--- src/rtl/aes_pkg.sv ---
// Shared definitions for the AES display path.
// Holds the block size, byte-index width, scan FSM state encodings, the
// default dwell for the board clock and a byte-select helper.
package aes_pkg;

   localparam int AES_BLOCK_BYTES   = 16;
   localparam int AES_IDX_W         = 4;
   localparam int AES_DWELL_DEFAULT = 50000000;

   typedef logic [1:0] scan_state_t;

   localparam scan_state_t SCAN_IDLE = 2'd0;
   localparam scan_state_t SCAN_SHOW = 2'd1;
   localparam scan_state_t SCAN_DONE = 2'd2;

   // Byte idx of a block in FIPS-197 order: byte 0 is bits [127:120].
   function automatic logic [7:0] block_byte(input logic [127:0] blk,
                                             input logic [AES_IDX_W-1:0] idx);
      logic [127:0] shifted;
      shifted = blk << {idx, 3'b000};
      return shifted[127:120];
   endfunction

endpackage

--- src/rtl/aes_byte_scanner_if.sv ---
// Handshake/data bundle between the AES top (master) and the byte scanner
// (slave).
//   load, block_in, step, auto_en      : master -> scanner
//   byte_out, byte_idx, byte_valid,
//   busy, done                         : scanner -> master / display
interface aes_byte_scanner_if;
   import aes_pkg::*;

   logic                 load;
   logic [127:0]         block_in;
   logic                 step;
   logic                 auto_en;
   logic [7:0]           byte_out;
   logic [AES_IDX_W-1:0] byte_idx;
   logic                 byte_valid;
   logic                 busy;
   logic                 done;

   modport master (
      output load, block_in, step, auto_en,
      input  byte_out, byte_idx, byte_valid, busy, done
   );

   modport slave (
      input  load, block_in, step, auto_en,
      output byte_out, byte_idx, byte_valid, busy, done
   );

endinterface

--- src/rtl/aes_byte_scanner_dwell_timer.sv ---
// Dwell counter for the byte scanner.
//   clk, reset_n : clock and async active-low reset
//   run          : count one cycle
//   clear        : return the count to zero (wins over run)
//   expire       : registered flag, high while count == DWELL-1
module scan_dwell_timer #(
   parameter int DWELL   = 50000000,
   parameter int DWELL_W = 26
) (
   input  logic clk,
   input  logic reset_n,
   input  logic run,
   input  logic clear,
   output logic expire
);

   localparam logic [DWELL_W-1:0] LAST = DWELL_W'(DWELL - 1);

   logic [DWELL_W-1:0] count_r;
   logic [DWELL_W-1:0] count_next_s;

   // Next count: clear has priority, otherwise count while running, else hold.
   always_comb begin
      count_next_s = count_r;
      if (clear) begin
         count_next_s = {DWELL_W{1'b0}};
      end else if (run) begin
         count_next_s = count_r + DWELL_W'(1);
      end else begin
         count_next_s = count_r;
      end
   end

   // Count register; expire is precomputed from the next value so it is a
   // flop that still matches the current count exactly (DWELL=1 keeps it high).
   always_ff @(posedge clk or negedge reset_n) begin
      if (!reset_n) begin
         count_r <= {DWELL_W{1'b0}};
         expire  <= (LAST == {DWELL_W{1'b0}});
      end else begin
         count_r <= count_next_s;
         expire  <= (count_next_s == LAST);
      end
   end

endmodule

--- src/rtl/aes_byte_scanner.sv ---
// Captures one 128-bit AES block and presents it a byte at a time, with its
// index, to the seven-segment encoder. Bytes advance on a manual step pulse
// or when the dwell timer expires with auto_en set.
//   clk, reset_n : clock and async active-low reset
//   bus (slave)  : load/block_in/step/auto_en in;
//                  byte_out/byte_idx/byte_valid/busy/done out (all registered)
module aes_byte_scanner
   import aes_pkg::*;
#(
   parameter int DWELL   = AES_DWELL_DEFAULT,
   parameter int DWELL_W = 26
) (
   input  logic                clk,
   input  logic                reset_n,
   aes_byte_scanner_if.slave   bus
);

   localparam logic [AES_IDX_W-1:0] LAST_IDX = AES_IDX_W'(AES_BLOCK_BYTES - 1);

   scan_state_t          state_r;
   logic [127:0]         block_r;
   logic [AES_IDX_W-1:0] idx_r;
   logic [7:0]           byte_r;
   logic                 valid_r;
   logic                 busy_r;
   logic                 done_r;

   logic                 show_s;
   logic                 expire_s;
   logic                 advance_s;
   logic                 run_s;
   logic                 clear_s;

   // Advance decode: step and timer expiry together are a single advance.
   always_comb begin
      show_s    = (state_r == SCAN_SHOW);
      advance_s = show_s & (bus.step | (bus.auto_en & expire_s));
      run_s     = show_s & bus.auto_en & ~advance_s & ~bus.load;
      clear_s   = bus.load | advance_s;
   end

   scan_dwell_timer #(
      .DWELL   (DWELL),
      .DWELL_W (DWELL_W)
   ) u_dwell (
      .clk     (clk),
      .reset_n (reset_n),
      .run     (run_s),
      .clear   (clear_s),
      .expire  (expire_s)
   );

   // Scan FSM, captured block, index and registered outputs; load always wins.
   always_ff @(posedge clk or negedge reset_n) begin
      if (!reset_n) begin
         state_r <= SCAN_IDLE;
         block_r <= 128'd0;
         idx_r   <= {AES_IDX_W{1'b0}};
         byte_r  <= 8'd0;
         valid_r <= 1'b0;
         busy_r  <= 1'b0;
         done_r  <= 1'b0;
      end else if (bus.load) begin
         state_r <= SCAN_SHOW;
         block_r <= bus.block_in;
         idx_r   <= {AES_IDX_W{1'b0}};
         byte_r  <= bus.block_in[127:120];
         valid_r <= 1'b1;
         busy_r  <= 1'b1;
         done_r  <= 1'b0;
      end else if (advance_s) begin
         if (idx_r != LAST_IDX) begin
            idx_r  <= idx_r + AES_IDX_W'(1);
            byte_r <= block_byte(block_r, idx_r + AES_IDX_W'(1));
         end else begin
            // Last byte stays on the display with its index.
            state_r <= SCAN_DONE;
            valid_r <= 1'b0;
            busy_r  <= 1'b0;
            done_r  <= 1'b1;
         end
      end else begin
         state_r <= state_r;
      end
   end

   assign bus.byte_out   = byte_r;
   assign bus.byte_idx   = idx_r;
   assign bus.byte_valid = valid_r;
   assign bus.busy       = busy_r;
   assign bus.done       = done_r;

endmodule

--- src/flat_wrapper.sv ---
// flat-port wrapper written by rule: the top's interface ports become plain ports
module aes_byte_scanner_flat import aes_pkg::*;
#(
   parameter int DWELL   = AES_DWELL_DEFAULT,
   parameter int DWELL_W = 26
)
  (clk, reset_n, bus_load, bus_block_in, bus_step, bus_auto_en, bus_byte_out, bus_byte_idx, bus_byte_valid, bus_busy, bus_done);
  aes_byte_scanner_if bus_i ();
  input  logic clk;
  input  logic reset_n;
  input wire logic [$bits(bus_i.load)-1:0] bus_load;
  input wire logic [$bits(bus_i.block_in)-1:0] bus_block_in;
  input wire logic [$bits(bus_i.step)-1:0] bus_step;
  input wire logic [$bits(bus_i.auto_en)-1:0] bus_auto_en;
  output wire logic [$bits(bus_i.byte_out)-1:0] bus_byte_out;
  output wire logic [$bits(bus_i.byte_idx)-1:0] bus_byte_idx;
  output wire logic [$bits(bus_i.byte_valid)-1:0] bus_byte_valid;
  output wire logic [$bits(bus_i.busy)-1:0] bus_busy;
  output wire logic [$bits(bus_i.done)-1:0] bus_done;
  assign bus_i.load = bus_load;
  assign bus_i.block_in = bus_block_in;
  assign bus_i.step = bus_step;
  assign bus_i.auto_en = bus_auto_en;
  assign bus_byte_out = bus_i.byte_out;
  assign bus_byte_idx = bus_i.byte_idx;
  assign bus_byte_valid = bus_i.byte_valid;
  assign bus_busy = bus_i.busy;
  assign bus_done = bus_i.done;
  aes_byte_scanner #(.DWELL(DWELL), .DWELL_W(DWELL_W)) u_core (.clk(clk), .reset_n(reset_n), .bus(bus_i));
endmodule
--- config.mk ---
export PLATFORM = sky130hd
export DESIGN_NAME = aes_byte_scanner_flat
export DESIGN_NICKNAME = d
export VERILOG_FILES = /design/src/rtl/aes_pkg.sv /design/src/rtl/aes_byte_scanner_if.sv /design/src/rtl/aes_byte_scanner_dwell_timer.sv /design/src/rtl/aes_byte_scanner.sv /design/src/flat_wrapper.sv
export SDC_FILE = /design/constraint.sdc
export NUM_CORES = 1
export LEC_CHECK = 0
export CAP_MARGIN = 20
export CORE_AREA = 3 3 123 125
export CTS_CLUSTER_SIZE = 40
export DETAILED_ROUTE_END_ITERATION = 6
export DIE_AREA = 0 0 126 128
export PLACE_DENSITY = 0.85
export SYNTH_ARGS = -nofsm -noshare
export SYNTH_HDL_FRONTEND = slang
export SYNTH_SLANG_ARGS = --single-unit
--- constraint.sdc ---
create_clock -name clk -period 5.66 [get_ports clk]
set_input_delay 1.132 -clock clk [delete_from_list [all_inputs] [get_ports clk]]
set_output_delay 1.132 -clock clk [all_outputs]
set_load 0.02 [all_outputs]
# After elaboration in Yosys (flattened, before gate mapping)

Cells that the tools add are included.

Add/subtract/negate cells: 2
Equal/unequal tests: 4
Shifts and indexed selects: 1
Muxes and demuxes: 17
Bitwise logic cells: 9
Reduce and logical (&&, ||, !) cells: 4

Operators by type and width:

| kind                                          | count |
|---|---|
| << shifter 128 x 7 -> 128 bit                 | 1 |
| two-way mux 26 bit                            | 2 |
| adder 26 x 1 -> 26 bit, second input constant | 1 |
| == test 26 bit, second input constant         | 1 |
| two-way mux 8 bit                             | 3 |
| two-way mux 4 bit                             | 3 |
| two-way mux 1 bit                             | 6 |
| two-way mux 2 bit                             | 3 |
| AND 1 bit                                     | 5 |
| adder 4 x 1 -> 4 bit, second input constant   | 1 |
| inequality test 4 bit, second input constant  | 1 |
| AND reduction 2 bit                           | 2 |
| nonzero test 2 bit                            | 2 |
| == test 2 x 1 -> 1 bit, second input constant | 1 |
| inequality test 2 bit, second input constant  | 1 |
| NOT 1 bit                                     | 2 |
| OR 1 bit                                      | 2 |

Register bits: 171
Input port bits: 133
Output and inout port bits: 15
Word-level logic and storage cells: 45

# Longest topological paths before layout

Gate-level depths: netlist of run 1.

Depth after elaboration: 9
Gate-level depth with buffers: 9

# Cells and area by module

A second synthesis of run 1 with hierarchy kept.

Cells, all modules: 624
Area total of the unflattened synthesis: 8144.1 um^2

By module, submodules not included:

| module           | instances | cells each | area each (um^2) | sequential area each (um^2) |
|---|---|---|---|---|
| aes_byte_scanner | 1         | 458        | 6562.5           | 3553.4 |
| scan_dwell_timer | 1         | 166        | 1581.5           | 675.6 |

# Worst setup path before layout of run 1

No wires, ideal clock.

Path type: in2reg
Start point: input bus_auto_en
End point: register u_core.u_dwell.expire
Arrival: 3.100 ns
Path slack: 2.459 ns
Stages: 6
Cell sequence: nand4b_2 or4_4 or4_4 a21oi_2 or4b_1 nor4_1

Cells in the longest elaborated chain, start to end: 9
Elaborated cells between the ends (all ways): 11
Classes of those cells: eq/ne (1); mux (2); bitwise (8)

RTL lines:

| what                                | line                               | RTL |
|---|---|---|
| from (decl)                         | flat_wrapper.sv:14                 | `input wire logic [$bits(bus_i.auto_en)-1:0] bus_auto_en;` |
| AND 1 bit                           | aes_byte_scanner.sv:37             | `advance_s = show_s & (bus.step \| (bus.auto_en & expire_s));` |
| OR 1 bit                            | aes_byte_scanner.sv:37             |  |
| AND 1 bit                           | aes_byte_scanner.sv:37             |  |
| NOT 1 bit                           | aes_byte_scanner.sv:38             | `run_s = show_s & bus.auto_en & ~advance_s & ~bus.load;` |
| AND 1 bit (2 in series)             | aes_byte_scanner.sv:38             |  |
| two-way mux 26 bit                  | aes_byte_scanner_dwell_timer.sv:27 | `end else if (run) begin` |
| two-way mux 26 bit *                | aes_byte_scanner_dwell_timer.sv:25 | `if (clear) begin` |
| net u_core.u_dwell.count_next_s[21] | aes_byte_scanner_dwell_timer.sv:20 | `logic [DWELL_W-1:0] count_next_s;` |
| == test 26 bit *                    | aes_byte_scanner_dwell_timer.sv:42 | `expire <= (count_next_s == LAST);` |
| to (signal assigned)                | aes_byte_scanner_dwell_timer.sv:39 | `expire <= (LAST == {DWELL_W{1'b0}});` |
| to (signal assigned)                | aes_byte_scanner_dwell_timer.sv:42 |  |
| to (decl)                           | aes_byte_scanner_dwell_timer.sv:14 | `output logic expire` |

The timed path passes the listed nets; every way through them passes the cells marked *.
A chain may end at the register's enable or synchronous reset.

# Final worst setup path of run 1

Start point: input bus_auto_en
End point: register u_core.u_dwell.expire

Cells in the longest elaborated chain, start to end: 9
Elaborated cells between the ends (all ways): 11
Classes of those cells: eq/ne (1); mux (2); bitwise (8)

RTL lines:

| what                    | line |
|---|---|
| AND 1 bit               | aes_byte_scanner.sv:37 |
| OR 1 bit                | aes_byte_scanner.sv:37 |
| AND 1 bit               | aes_byte_scanner.sv:37 |
| NOT 1 bit               | aes_byte_scanner.sv:38 |
| AND 1 bit (2 in series) | aes_byte_scanner.sv:38 |
| two-way mux 26 bit      | aes_byte_scanner_dwell_timer.sv:27 |
| two-way mux 26 bit *    | aes_byte_scanner_dwell_timer.sv:25 |
| == test 26 bit *        | aes_byte_scanner_dwell_timer.sv:42 |

Mark *: on every way between the ends. The rest lies on a longest branch, timed or not.

==> results of run 1 <==
through the flow:
step | hold WS (ns) | setup slack [ns] | instances
after floorplan | 0.475 | 2.46 | 594
after global placement | 0.484 | 1.70 | 892
after detailed placement | 0.491 | 1.68 | 892
after CTS | 0.504 | 2.10 | 923
after global routing | 0.520 | 1.99 | 923
final | 0.506 | 2.07 | 923
logic make-up after synthesis:
kind of cell / Yosys count / share of synthesized area, %
AND/OR/NAND/NOR: 116 / 7.89
adder cells (fa/ha/maj): 2 / 0.313
XOR/XNOR: 27 / 2.96
AO/OA/AOI/OAI: 63 / 5.28
flip-flops: 169 / 52.9
multiplexers: 170 / 28.3
buffers and inverters: 47 / 2.33
final timing paths:
path	from	end	slack, ns	depth (start not counted)
worst max-delay path	bus_auto_en	u_core.u_dwell.expire	2.07	7
worst min-delay path	u_core.block_r[2]	u_core.block_r[2]	0.51	1
worst min register to register	u_core.block_r[2]	u_core.block_r[2]	0.51	1
min in group asynchronous	reset_n	u_core.block_r[121]	0.69	1
worst max register to register	u_core.bus.byte_idx[1]	u_core.bus.byte_out[3]	2.65	8
max in group asynchronous	reset_n	u_core.block_r[55]	3.73	2
layout make-up:
class / count / area share, %
Clock buffer: 19 / 4.31
Sequential cell: 169 / 41.2
Multi-Input combinational cell: 378 / 34.9
Timing Repair Buffer: 154 / 14.9
Clock inverter: 12 / 2.14
Inverter: 11 / 0.402
Tap cell: 180 / 2.19
state kept, by name, indices dropped and copies added, names as in the netlist:
signal and cells:
u_core.block_r 128, u_core.u_dwell.count_r 26, u_core.bus.byte_out 8, u_core.bus.byte_idx 4
u_core.state_r 2, u_core.u_dwell.expire 1
per-layer routing:
layer	up-vias	global-route usage (%)
met5	-	0
met4	0	8.90
met3	43	7.00
met2	191	40.9
met1	2804	32.6
li1	2469	-
synth_stat cells (2+ instances only):
library cell	instances	area [sq um]
a211oi_1	24	180
and4_1	3	26.3
or3_1	5	31.3
nand2_1	18	67.6
nor3b_1	2	15.0
nand2b_1	2	12.5
mux2i_1	10	100
buf_1	4	15.0
inv_1	11	41.3
or4_1	3	22.5
nor2b_1	9	56.3
xnor2_1	16	140
a31oi_1	2	12.5
or4_4	2	22.5
o21ai_0	9	45.0
nand3_1	18	90.1
clkbuf_1	26	97.6
mux4_2	32	721
buf_2	5	25.0
and3_1	3	18.8
nand4_1	2	12.5
a21o_1	3	22.5
xor2_1	11	96.3
nor3_1	6	30.0
dfrtp_1	169	4230
mux2_2	128	1440
a21oi_1	16	80.1
ha_1	2	25.0
nor4_1	8	50.1
nor2_1	28	105
critical path: stages:
cell and delay [ns]:
clkdlybuf4s50_1 0.58, nand3b_1 0.21, or3_1 0.39, a2111o_1 0.37, or4_1 0.41, or4_1 0.52, nor4_1 0.28
where the power goes:
| part | total, uW | internal [uW] | switching (uW) |
|---|---|---|---|
| Sequential | 1370 | 1310 | 57.9 |
| Clock | 1310 | 837 | 475 |
| Combinational | 490 | 288 | 202 |
==> results.md, run 1 <==
- Outcome: complete, no violations
- Skew-Pair Late Insertion Delay: roughly 0.43 ns
- Antenna violations before repair: 0
- Crit end category: register
- Async set-reset flop share out of synthesis: between 90% and 100%
- Top FF cell, synth: dfrtp_1
- Post-route ant nets: 0
- Final setup fails: 0
- Inserted Clock Buffers: 17
- Final Hold Viols: 0
- Worst slew margin: 35.2%
- Global route overflow: 0
- Netlist cell types: between 40 and 50
- Pin count of the biggest net entering global routing: 82
- Most frequent cells in the layout: dfrtp_1 (168), clkdlybuf4s50_1 (145), mux2_2 (128), mux4_2 (32), nor2_1 (28)
- Power Density: slightly above 300 nW/um^2
- Core footprint: ~14,000 sq um
- NumNets Final: 866
- Leak pwr: just over 0.004 uW
- Crit Path Class: in2reg
- All-Layer GR Usage: 25.1%
- Total Wirelength: slightly below 20,000 um
- HPWL after detailed placement: between 10,000 and 15,000 um
- Layout cells sized above 1: ~28%
- Synth Instances: ~590
- Post-route cell area: between 10,000 and 15,000 sq um
- Worst EP required: roughly 6.0 ns
- Clk sinks: approximately 170
- Die footprint: around 16,000 sq um
- Vias in the first global route: between 5,000 and 6,000
- Ys Warns: 0
- Die height: around 130 um
- Max IR drop VDD: about 0.21 mV
- Final worst path period need: between 3 and 4 ns
- Sequential standard cell area: approximately 4200 sq um
- Post CTS Setup Buffer Count: 0
- Met3 WL: approximately 1200 um
- Num rows: 43
- Initial core utilization: between 50 and 60%
- Fin Setup TNS: 0 ns
- RSZ-0062 raised after global routing: false
- Ports: between 100 and 150
- Fin util: around 73%
- Die Width: 126 um
- CP arrival: 3.90 ns
- Fillers: ~920
- Hold WC Path Type: reg2reg
- DR vias/cell: 5.97
- Synthesis-to-layout area growth: 28.6%
- Mapped cell area: roughly 8000 sq um
- CTS H-tree lvls: 4
- CP max FO: 6
- Final Max Slew Viols: 0
- Critical path startpoint category: input pin
- Overall Power: between 3000 and 4000 uW
- Hold_buf cts: 0
- Port bufs: between 100 and 150
- DR vias: ~5,500
- Top sig layer: met4
- Wire length per cell: 21.1 um
- Avg Cell Area, Syn: between 10 and 15 sq um
- Met2 wire length: slightly below 10,000 um
- Drt first pass iters: 7
- EDFF count, synth: 0
- Max cap viols: 0
- Slew @ Worst Pin: between 0.9 and 1 ns
- Drt first-iter violations: 335
- DRC: 0
- Resize count post-CTS: 0
- Sequential element share of the synthesized area: a little over half
- Post-synthesis sequential element count: 169
- Highest Clock Rate: between 200 and 300 MHz
- Met1 WL: about 8000 um
- Clk pin slew, worst setup/hold paths: around 0.06 ns
- Gpl congestion: ~0.88
- Clock Tree Buf Depth: 2
- CTS tree: built
- Setup Skew: approximately 0.006 ns
- Most common cell after layout, fill and taps aside: dfrtp_1
- First-pass GRT wire length: 31,300 um
- Ant diodes: 0
- Clock Tree Root: clkbuf_16
- Period Utilization, post-route: between 60 and 70%
- Post-placement cell area: 9610 sq um
- Syn nets: around 730
- Multi-input gate area: 3590 sq um
(Power assumes the default switching activity.)
==> run 2: changes to the inputs <==
- CORE_AREA: 3 3 123 125 -> 3 3 134 136
- DIE_AREA: 0 0 126 128 -> 0 0 137 139
- PLACE_DENSITY: 0.85 -> 0.76
- clock period: 5.66 -> 3.15 ns (I/O delays scaled with it)
==> run 2 against run 1 <==
Sequential share of layout area decreased by 1.1 points. Design area grew 2.8%. Count of clock-buffer cells in the layout rose by 3. Via count fell by 0.87%. Worst setup slack worse by 2.0 ns. Die area grew 18%.
==> results.md, run 2 (synthesis gave the netlist of run 1 again) <==
- Outcome: complete, no violations
- CP peak stage delay: between 0.5 and 0.6 ns
- Most used cell, CP: or4_1
- Top reg by flops: u_core.block_r
- CTS H-tree lvls: 4
- Worst path slowest cell: or4_1
- Crit Path Class: reg2reg
- Resize count post-CTS: 0
- Die Width: 137 um
- Ports: 148
- Critical path startpoint category: register
- Max IR drop VDD: 0.398 mV
- Fillers: about 1,300
- Max cap viols: 0
- CP arrival: approximately 3.4 ns
- Total Wirelength: 19,400 um
- Worst slew margin: a little over two fifths
- Hold_buf cts: 0
- Clock Tree Root: clkbuf_16
- Post-route ant nets: 0
- Highest Clock Rate: 326 MHz
- Clk pin slew, worst setup/hold paths: 0.06 ns
- Gpl congestion: 0.893
- Final worst path period need: roughly 3.1 ns
- Die footprint: between 15,000 and 20,000 sq um
- Most common cell after layout, fill and taps aside: dfrtp_1
- Drt first pass iters: 4
- Wire length per cell: between 15 and 20 um
- HPWL after detailed placement: 14,300 um
- Setup WS pre-CTS: -0.324 ns
- Slew @ Worst Pin: roughly 0.85 ns
- DRC: 0
- CTS tree: built
- CP cell instances: ha_1 > xnor2_1 > or3_1 > a2111o_1 > or4_1 > or4_1 > nor4_1
- Overall Power: 5810 uW
- Fin Setup TNS: 0 ns
- All-Layer GR Usage: a little over a fifth
- Clock Tree Buf Depth: 2
- Drt first-iter violations: 330
- Ant diodes: 0
- Core footprint: around 17,000 sq um
- Initial core utilization: between 40% and 50%
- Fin worst setup slack: slightly below 0.08 ns
- Max reg flops: approximately 130
- Final Hold Viols: 0
- Leak pwr: approximately 0.0042 uW
- NumNets Final: slightly below 900
- Power Density: between 500 and 600 nW/um^2
- Hold WC Path Type: in2async
- Final hold slack: just under 0.2 ns
- Antenna violations before repair: 0
- Fin cells: roughly 990
- Post CTS Setup Buffer Count: 0
- Most frequent cells in the layout: dfrtp_1 (168), clkdlybuf4s50_1 (145), mux2_2 (128), mux4_2 (32), nor2_1 (28)
- Clk sinks: roughly 170
- DR vias: roughly 5,500
- Period Utilization, post-route: a little over nine tenths
- DR vias/cell: 5.52
- Die height: around 140 um
- Layout cells sized above 1: 29.7%
- Skew-Pair Late Insertion Delay: 0.42 ns
- First-pass GRT wire length: roughly 32,000 um
- Final Max Slew Viols: 0
- Inserted Clock Buffers: 17
- Num rows: 48
- Vias in the first global route: between 5,000 and 6,000
- Final setup fails: 0
- RSZ-0062 raised after global routing: false
- Pin count of the biggest net entering global routing: between 150 and 200
- Port bufs: roughly 150
- Synthesis-to-layout area growth: 32.1%
- Placed cell count: ~960
- Worst EP required: roughly 3.4 ns
- Crit end category: register
- CP max FO: 7
- Global route overflow: 0
- Setup Skew: between 0.01 and 0.015 ns
## run 2: cell count changes in the layout (fill, tap and decap cells not counted), sizes merged
cell and delta:
clkbuf +3, bufinv +1, buf +20, clkinv -3
## run 2: per-stage QoR
step,area (sq um),util (%)
after floorplan,7990,-
after global placement,9850,57.8
after detailed placement,9850,57.8
after CTS,10600,61.9
after global routing,10600,61.9
final,10600,61.9
## run 2: layer usage
layer  wire (um)  vias up  GRT usage, %  part of all wire, %
li1            -     2510             -                    -
met1        8110     2766          28.3                   42
met2        9670      161          34.4                   50
met5           0        -             0                    0
met3        1330       22          7.04                  6.9
met4         317        0          6.04                  1.6
## run 2: power breakdown
part / internal [uW] / leakage [uW] / switching [uW]
clock network: 1640 / 0.000341 / 834
logic: 535 / 0.00177 / 358
registers: 2350 / 0.00204 / 98.6
total: 4520 / 0.00415 / 1290
## run 2: final cells by class
class	instances	area (sq um)	share of cell area, %
sequential	169	4230	40.1
multi-input combinational	378	3580	33.9
timing repair buffer	174	1710	16.2
clock buffer	22	474	4.49
tap	225	282	2.67
clock inverter	10	235	2.23
inverter	11	41.3	0.391
## run 2: critical path: cells and delay by family, from the launching register on
kind	cells	cell delay (ns)
adders and majority gates	1	0.33
and+or+nand+nor	4	1.62
DFF	1	0.45
xor gates and xnor gates	1	0.17
AOI/OAI and AO/OA	1	0.38
## run 2: final timing paths
kind | startpoint | to | slack [ns] | cells past startpoint
worst min-delay path | reset_n | u_core.block_r[118] | 0.20 | 1
worst max-delay path | u_core.u_dwell.count_r[0] | u_core.u_dwell.expire | 0.08 | 7
worst min register to register | u_core.block_r[115] | u_core.block_r[115] | 0.50 | 1
worst max register to register | u_core.u_dwell.count_r[0] | u_core.u_dwell.expire | 0.08 | 7
max in group asynchronous | reset_n | u_core.block_r[93] | 2.11 | 2
min in group clk | u_core.block_r[115] | u_core.block_r[115] | 0.50 | 1
